**src/rtl/digdug_input_cond.sv**
```systemverilog
// DigDug input conditioning: PS/2 key decode, joystick merge and frame-timed coin pulses.
// Build option: define DIGDUG_PS2KEY_EN to compile in the PS/2 key decoder (joysticks only otherwise).
module digdug_input_cond #(
    parameter int COIN_FRAMES = 4
) (
    input  logic        clk_sys,
    input  logic        reset_n,
    input  logic [10:0] ps2_key,
    input  logic [15:0] joystk1,
    input  logic [15:0] joystk2,
    input  logic        vblank,
    input  logic        cabinet,
    input  logic        service,
    output logic [7:0]  INP0,
    output logic [7:0]  INP1
);

    localparam int K_UP1    = 0;
    localparam int K_DOWN1  = 1;
    localparam int K_LEFT1  = 2;
    localparam int K_RIGHT1 = 3;
    localparam int K_FIRE1  = 4;
    localparam int K_F1     = 5;
    localparam int K_F2     = 6;
    localparam int K_START1 = 7;
    localparam int K_START2 = 8;
    localparam int K_COIN1  = 9;
    localparam int K_COIN2  = 10;
    localparam int K_UP2    = 11;
    localparam int K_DOWN2  = 12;
    localparam int K_LEFT2  = 13;
    localparam int K_RIGHT2 = 14;
    localparam int K_FIRE2  = 15;

    localparam logic [3:0] COIN_LIM = 4'(COIN_FRAMES);

    typedef enum logic [1:0] {
        COIN_IDLE    = 2'd0,
        COIN_ACTIVE  = 2'd1,
        COIN_HOLDOFF = 2'd2
    } coin_state_e;

    logic [15:0] key_vec;

`ifdef DIGDUG_PS2KEY_EN
    logic        key_tog_q;
    logic        key_tog_d;
    logic        key_evt;
    logic        key_pressed;
    logic        key_ext;
    logic [7:0]  key_code;
    logic [15:0] key_q;
    logic [15:0] key_d;

    always_comb begin
        key_tog_d   = ps2_key[10];
        key_evt     = (ps2_key[10] != key_tog_q);
        key_pressed = ps2_key[9];
        key_ext     = ps2_key[8];
        key_code    = ps2_key[7:0];
        key_d       = key_q;
        if (key_evt) begin
            // Arrow keys match on both scan-code pages; everything else needs page 0
            case (key_code)
                8'h75:   key_d[K_UP1]    = key_pressed;
                8'h72:   key_d[K_DOWN1]  = key_pressed;
                8'h6B:   key_d[K_LEFT1]  = key_pressed;
                8'h74:   key_d[K_RIGHT1] = key_pressed;
                default: begin
                    if (!key_ext) begin
                        case (key_code)
                            8'h29, 8'h14: key_d[K_FIRE1]  = key_pressed;
                            8'h05:        key_d[K_F1]     = key_pressed;
                            8'h06:        key_d[K_F2]     = key_pressed;
                            8'h16:        key_d[K_START1] = key_pressed;
                            8'h1E:        key_d[K_START2] = key_pressed;
                            8'h2E:        key_d[K_COIN1]  = key_pressed;
                            8'h36:        key_d[K_COIN2]  = key_pressed;
                            8'h2D:        key_d[K_UP2]    = key_pressed;
                            8'h2B:        key_d[K_DOWN2]  = key_pressed;
                            8'h23:        key_d[K_LEFT2]  = key_pressed;
                            8'h34:        key_d[K_RIGHT2] = key_pressed;
                            8'h1C, 8'h1B: key_d[K_FIRE2]  = key_pressed;
                            default:      ;
                        endcase
                    end
                end
            endcase
        end
    end

    // The toggle copy tracks the input even in reset so release never looks like an event
    always_ff @(posedge clk_sys) begin
        key_tog_q <= key_tog_d;
        if (!reset_n) begin
            key_q <= '0;
        end else begin
            key_q <= key_d;
        end
    end

    assign key_vec = key_q;
`else
    logic unused_ps2_key;
    assign unused_ps2_key = ^ps2_key;
    assign key_vec        = '0;
`endif

    logic unused_joy_hi;
    assign unused_joy_hi = ^{joystk1[15:8], joystk2[15:8]};

    // Frame tick: one-cycle pulse after vblank is seen rising
    logic vblank_q;
    logic vblank_d;
    logic tick_q;
    logic tick_d;

    always_comb begin
        vblank_d = vblank;
        tick_d   = vblank & ~vblank_q;
    end

    always_ff @(posedge clk_sys) begin
        if (!reset_n) begin
            vblank_q <= 1'b0;
            tick_q   <= 1'b0;
        end else begin
            vblank_q <= vblank_d;
            tick_q   <= tick_d;
        end
    end

    logic       p2_up, p2_down, p2_left, p2_right, p2_fire;
    logic       p1_up, p1_down, p1_left, p1_right, p1_fire;
    logic       start1, start2;
    logic [1:0] coin_req;
    logic [1:0] coin_bit;

    always_comb begin
        p2_up    = key_vec[K_UP2]    | joystk2[3];
        p2_down  = key_vec[K_DOWN2]  | joystk2[2];
        p2_left  = key_vec[K_LEFT2]  | joystk2[1];
        p2_right = key_vec[K_RIGHT2] | joystk2[0];
        p2_fire  = key_vec[K_FIRE2]  | joystk2[4];

        // Upright cabinets let either player's controls drive player 1
        p1_up    = key_vec[K_UP1]    | joystk1[3] | (~cabinet & p2_up);
        p1_down  = key_vec[K_DOWN1]  | joystk1[2] | (~cabinet & p2_down);
        p1_left  = key_vec[K_LEFT1]  | joystk1[1] | (~cabinet & p2_left);
        p1_right = key_vec[K_RIGHT1] | joystk1[0] | (~cabinet & p2_right);
        p1_fire  = key_vec[K_FIRE1]  | joystk1[4] | (~cabinet & p2_fire);

        start1 = key_vec[K_F1] | key_vec[K_START1] | joystk1[5] | joystk2[5];
        start2 = key_vec[K_F2] | key_vec[K_START2] | joystk1[6] | joystk2[6];

        coin_req[0] = key_vec[K_F1] | key_vec[K_COIN1] | joystk1[7];
        coin_req[1] = key_vec[K_F2] | key_vec[K_COIN2] | joystk2[7];
    end

    generate
        for (genvar gi = 0; gi < 2; gi++) begin : g_coin
            coin_state_e state_q;
            coin_state_e state_d;
            logic [3:0]  cnt_q;
            logic [3:0]  cnt_d;
            logic        req_prev_q;
            logic        req_prev_d;
            logic        req_rise;
            logic        coin_on;

            always_ff @(posedge clk_sys) begin
                if (!reset_n) begin
                    state_q    <= COIN_IDLE;
                    cnt_q      <= '0;
                    req_prev_q <= 1'b0;
                end else begin
                    state_q    <= state_d;
                    cnt_q      <= cnt_d;
                    req_prev_q <= req_prev_d;
                end
            end

            // Edges outside IDLE are dropped; the history still tracks so a held request cannot retrigger
            always_comb begin
                req_prev_d = coin_req[gi];
                req_rise   = coin_req[gi] & ~req_prev_q;
                state_d    = state_q;
                cnt_d      = cnt_q;
                case (state_q)
                    COIN_IDLE: begin
                        if (req_rise) begin
                            state_d = COIN_ACTIVE;
                            cnt_d   = '0;
                        end
                    end
                    COIN_ACTIVE: begin
                        if (tick_q) begin
                            if (cnt_q + 4'd1 == COIN_LIM) begin
                                state_d = COIN_HOLDOFF;
                                cnt_d   = '0;
                            end else begin
                                cnt_d = cnt_q + 4'd1;
                            end
                        end
                    end
                    COIN_HOLDOFF: begin
                        if (tick_q) begin
                            if (cnt_q + 4'd1 == COIN_LIM) begin
                                state_d = COIN_IDLE;
                                cnt_d   = '0;
                            end else begin
                                cnt_d = cnt_q + 4'd1;
                            end
                        end
                    end
                    default: begin
                        state_d = COIN_IDLE;
                        cnt_d   = '0;
                    end
                endcase
            end

            always_comb begin
                coin_on = (state_q == COIN_ACTIVE);
            end

            assign coin_bit[gi] = coin_on;
        end
    endgenerate

    logic [7:0] inp0_q;
    logic [7:0] inp0_d;
    logic [7:0] inp1_q;
    logic [7:0] inp1_d;

    always_comb begin
        inp0_d = {service, 1'b0, coin_bit[1], coin_bit[0], start2, start1, p2_fire, p1_fire};
        inp1_d = {p2_left, p2_down, p2_right, p2_up, p1_left, p1_down, p1_right, p1_up};
    end

    always_ff @(posedge clk_sys) begin
        if (!reset_n) begin
            inp0_q <= 8'h00;
            inp1_q <= 8'h00;
        end else begin
            inp0_q <= inp0_d;
            inp1_q <= inp1_d;
        end
    end

    assign INP0 = inp0_q;
    assign INP1 = inp1_q;

endmodule

```
**config.mk**
```make
export PLATFORM = sky130hd
export DESIGN_NAME = digdug_input_cond
export DESIGN_NICKNAME = d
export VERILOG_FILES = /design/src/rtl/digdug_input_cond.sv
export SDC_FILE = /design/constraint.sdc
export NUM_CORES = 1
export LEC_CHECK = 0
export CAP_MARGIN = 5
export CORE_MARGIN = 2
export CORE_UTILIZATION = 39
export CTS_CLUSTER_DIAMETER = 50
export DETAILED_ROUTE_END_ITERATION = 8
export DONT_BUFFER_PORTS = 1
export GPL_ROUTABILITY_DRIVEN = 0
export PLACE_DENSITY = 0.56
export REMOVE_ABC_BUFFERS = 1
export SLEW_MARGIN = 10
export SYNTH_ARGS = -nofsm -noshare
export SYNTH_HDL_FRONTEND = slang
export SYNTH_SLANG_ARGS = --single-unit
```
**constraint.sdc**
```tcl
create_clock -name clk_sys -period 3.2 [get_ports clk_sys]
set_clock_uncertainty 0.15 [all_clocks]
set_input_delay 0.32 -clock clk_sys [delete_from_list [all_inputs] [get_ports clk_sys]]
set_output_delay 0.32 -clock clk_sys [all_outputs]
set_load 0.02 [all_outputs]
```
* After elaboration in Yosys (flattened, before gate mapping)
Index checks and enable logic that the tools add are counted.
Cells by class: add/sub/neg operators 2, equality and inequality tests 18, multiplexer cells 20, bitwise logic cells 19, reductions and logical operators 8
Operators by type and width (count):
- 2-to-1 mux 4 bit | 6
- 2-to-1 mux 2 bit | 10
- inequality test 2 bit (second input constant) | 8
- one-hot mux 4 bit (2 select lines) | 2
- one-hot mux 2 bit (3 select lines) | 2
- AND reduction 5 bit | 2
- adder 4 x 1 -> 4 bit (second input constant) | 2
- bitwise AND 1 bit | 8
- equality test 4 x 3 -> 1 bit (second input constant) | 2
- inequality test 2 x 1 -> 1 bit (second input constant) | 4
- OR 1 bit | 7
- equality test 2 x 1 -> 1 bit (second input constant) | 2
- equality test 2 bit (second input constant) | 2
- zero test 2 bit | 2
- inverter 1 bit | 4
- AND reduction 2 bit | 2
- OR reduction 2 bit | 2
Word-level totals: register bits after elaboration 32, bits of input ports 48, output and inout bits 16, word-level logic and storage cells 78

* Longest topological paths before layout
depth in word-level cells 5, mapped depth 7, mapped depth without buffers 7

* Worst setup path before layout
OpenSTA, ideal clock, no wires.
kind reg2reg, start point reg g_coin[1].state_q[0], end point reg g_coin[1].cnt_q[3], setup time 0.121 ns, arrival 1.359 ns, required time 2.929 ns, path slack 1.570 ns, cell stages (with the launch flop) 8, buffers on the path 0, path through dfxtp_1 inv_1 ha_1 nor2b_1 a21oi_2 nand4_1 xor2_1 nor2_1
Between the ends: cells in the longest elaborated chain, start to end 4, elaborated cells on any way between the ends 8, those cells by class 4 x eq/ne; 1 x mux; 3 x reduce/logical
RTL lines:
- start, declared | RTL line 162 | coin_state_e state_q;
- start signal, assigned | RTL line 177 | state_q <= state_d;
- equality test 2 x 1 -> 1 bit or equality test 2 bit (tied branches) | RTL line 189 | case (state_q)
- OR reduction 2 bit (no line)
- inequality test 2 x 1 -> 1 bit (no line)
- AND reduction 2 bit (no line)
- end signal, assigned | RTL line 178 | cnt_q <= cnt_d;
- end, declared | RTL line 164 | logic [3:0] cnt_q;
Parallel ways exist; a longest one is shown, timed or not. A chain may end at the register's enable or synchronous reset.

* Worst setup path after layout
Same ends and word-level chain as after synthesis.

==> impl_metrics.env <==
export IMPL_run_status="completed"
export IMPL_antenna_found_initial=0
export IMPL_min_period_ns=1.81
export IMPL_detailed_place_hpwl_um=1730
export IMPL_m1WireLength_um=1130
export IMPL_syn_area_um2=1340
export IMPL_insertion_delay_ns=0.33
export IMPL_min_period_over_period_pct=56.4
export IMPL_cts_tree="done"
export IMPL_synthDistinctLibCells=33
export IMPL_routed_wl_um=2760
export IMPL_post_drt_wl_per_cell_um=12.6
export IMPL_top_layer_used="met4"
export IMPL_coreArea_um2=3310
export IMPL_crit_family="flip-flops"
export IMPL_cts_buffers=5
export IMPL_worstMarginPinSlew_ns=0.520
export IMPL_yosys_warnings=0
export IMPL_synth_edff_count=0
export IMPL_finalSetupTns_ns=0
export IMPL_hold_violations=0
export IMPL_power_density_nw_per_um2=648
export IMPL_critPathRequiredTime_ns=3.28
export IMPL_crit_slowest_cell="dfxtp_1"
export IMPL_drtAntennaViolNets=0
export IMPL_fin_util_pct=50.5
export IMPL_io_buffers=0
export IMPL_crit_buf_inv=1
export IMPL_cpPeakStageDelay_ns=0.40
export IMPL_grt_pass1_vias=1073
export IMPL_cts_resized=0
export IMPL_clk_pin_slew_ns=0.11
export IMPL_layout_drive_gt1_share_pct=10.4
export IMPL_vdd_drop_max_v=0.000347
export IMPL_ys_seq_area_share_pct=46.4
export IMPL_grt_overflow_total=0
export IMPL_vias=1071
export IMPL_initial_core_util_pct=40.4
export IMPL_leakagePower_nw=0.690
export IMPL_cp_start_kind="flip-flop"
export IMPL_die_x_um=62.6
export IMPL_slew_violations=0
export IMPL_slew_headroom_pct=65.3
export IMPL_diodes=0
export IMPL_synth_flop_cell="dfxtp_1"
export IMPL_synth_area_per_cell_um2=9.16
export IMPL_cts_root_buffer="clkbuf_4"
export IMPL_final_common_cell="dfxtp_1"
export IMPL_rsz0062_at_grt="false"
export IMPL_wl_met3_um=223
export IMPL_met2_length_um=1350
export IMPL_critPathArrivalTime_ns=1.89
export IMPL_drtIter0Drc=8
export IMPL_grt_max_degree=16
export IMPL_area_delta_synth_final_pct=25.1
export IMPL_track_usage_pct=15.8
export IMPL_crit_type="flip-flop to flip-flop"
export IMPL_grt_pass1_wl_um=4800
export IMPL_setup_violations_final=0
export IMPL_die_y_um=62.6
export IMPL_cap_violations=0
export IMPL_via_per_inst=4.89
export IMPL_rows=21
export IMPL_h_tree_depth=2
export IMPL_ys_ff_latch=31
export IMPL_cp_max_fo=5
export IMPL_cp_end_kind="flip-flop"
export IMPL_first_pass_iters=4
export IMPL_die_area_um2=3910
export IMPL_drcViolationCount=0
export IMPL_layout_common_cells="31 x dfxtp_1, 22 x dlygate4sd3_1, 18 x nor2_1"
export IMPL_hold_path_class="primary input to flip-flop"
export IMPL_clock_sinks=31
export IMPL_async_flop_share_pct=0
export IMPL_syn_inst=146
export IMPL_path_cells="inv_1, ha_1, nor2b_1, a21oi_2, nand4_1, xor2_1, nor2_1"
export IMPL_clock_path_buffers=2
export IMPL_clock_fmax_ghz=0.554
export IMPL_final_nets=231
export IMPL_ios=64
-- path summary, 6_finish.rpt --
path                   startpoint                 end  slack [ns]  cells after the start
max          g_coin[1].state_q[0]  g_coin[1].cnt_q[3]        1.39                      7
min                       reset_n  g_coin[1].cnt_q[3]        0.03                      2
max reg2reg  g_coin[1].state_q[0]  g_coin[1].cnt_q[3]        1.39                      7
min reg2reg              vblank_q              tick_q        0.24                      1
-- repair_timing --
item / 4_1_cts / 5_1_grt
buffers inserted: 0 / 0
hold endpoints to repair: 22 / 0
hold buffers: 22 / 0
-- final cells by class --
class                           count  area [µm²]
Sequential cell                    31         621
Fill cell                         324        1640
Inverter                           12        45.0
Clock inverter                      1        7.51
Clock buffer                        7        65.1
Multi-Input combinational cell    100         657
Timing Repair Buffer               22         220
Tap cell                           46        57.6
-- through the flow --
stage	hold slack (ns)	std cells	setup slack [ns]	area (µm²)	total power, W
3_3_place_gp	0.223	189	1.45	1380	0.000788
5_1_grt	0.0337	219	1.28	1670	0.00116
2_1_floorplan	0.217	143	1.57	1320	0.000738
6_report	0.0273	219	1.39	1670	0.00108
3_5_place_dp	0.227	189	1.42	1380	0.000800
4_1_cts	0.00973	219	1.40	1670	0.00109
-- power breakdown --
part	leakage [nW]	total, W	internal (W)	switching, W
logic	0.396	0.000323	0.000143	0.000180
registers	0.256	0.000491	0.000433	0.0000579
clock network	0.0375	0.000270	0.000128	0.000142
total	0.690	0.00108	0.000704	0.000380
-- synth_stat cells (2+ instances only) --
master | count | share of area [%]
a21oi_1 | 11 | 4.1
a21oi_2 | 2 | 1.3
and2_1 | 11 | 5.1
clkbuf_1 | 2 | 0.56
dfxtp_1 | 31 | 46
ha_1 | 11 | 10
inv_1 | 12 | 3.4
mux2i_1 | 2 | 1.5
nand2_1 | 10 | 2.8
nand3_1 | 5 | 1.9
nand4_1 | 2 | 0.94
nor2_1 | 18 | 5.1
nor2b_1 | 4 | 1.9
nor3b_1 | 2 | 1.1
nor4_1 | 2 | 0.94
o21ai_0 | 4 | 1.5
-- metal layers --
layer  global-route usage, %  vias to the layer above
li1                        -                      538
met1                    16.8                      498
met2                    26.3                       29
met3                    8.11                        6
met4                    6.67                        0
met5                       0                        -
-- cells by family after synthesis --
logic type	Yosys count	synth area share [%]
other	1	0.280
and+or+nand+nor	60	23.2
DFF	31	46.4
xor gates and xnor gates	1	0.655
muxes	2	1.50
buffers and inverters	15	4.49
AOI/OAI and AO/OA	25	13.2
adders and majority gates	11	10.3
-- state kept, by name, summed over array words and instances (netlist names) --
name	flops
g_coin.req_prev_q	2
vblank_q	1
INP1	8
g_coin.cnt_q	8
g_coin.state_q	4
tick_q	1
INP0	7
No activity file was read; power rests on OpenSTA's default activity.
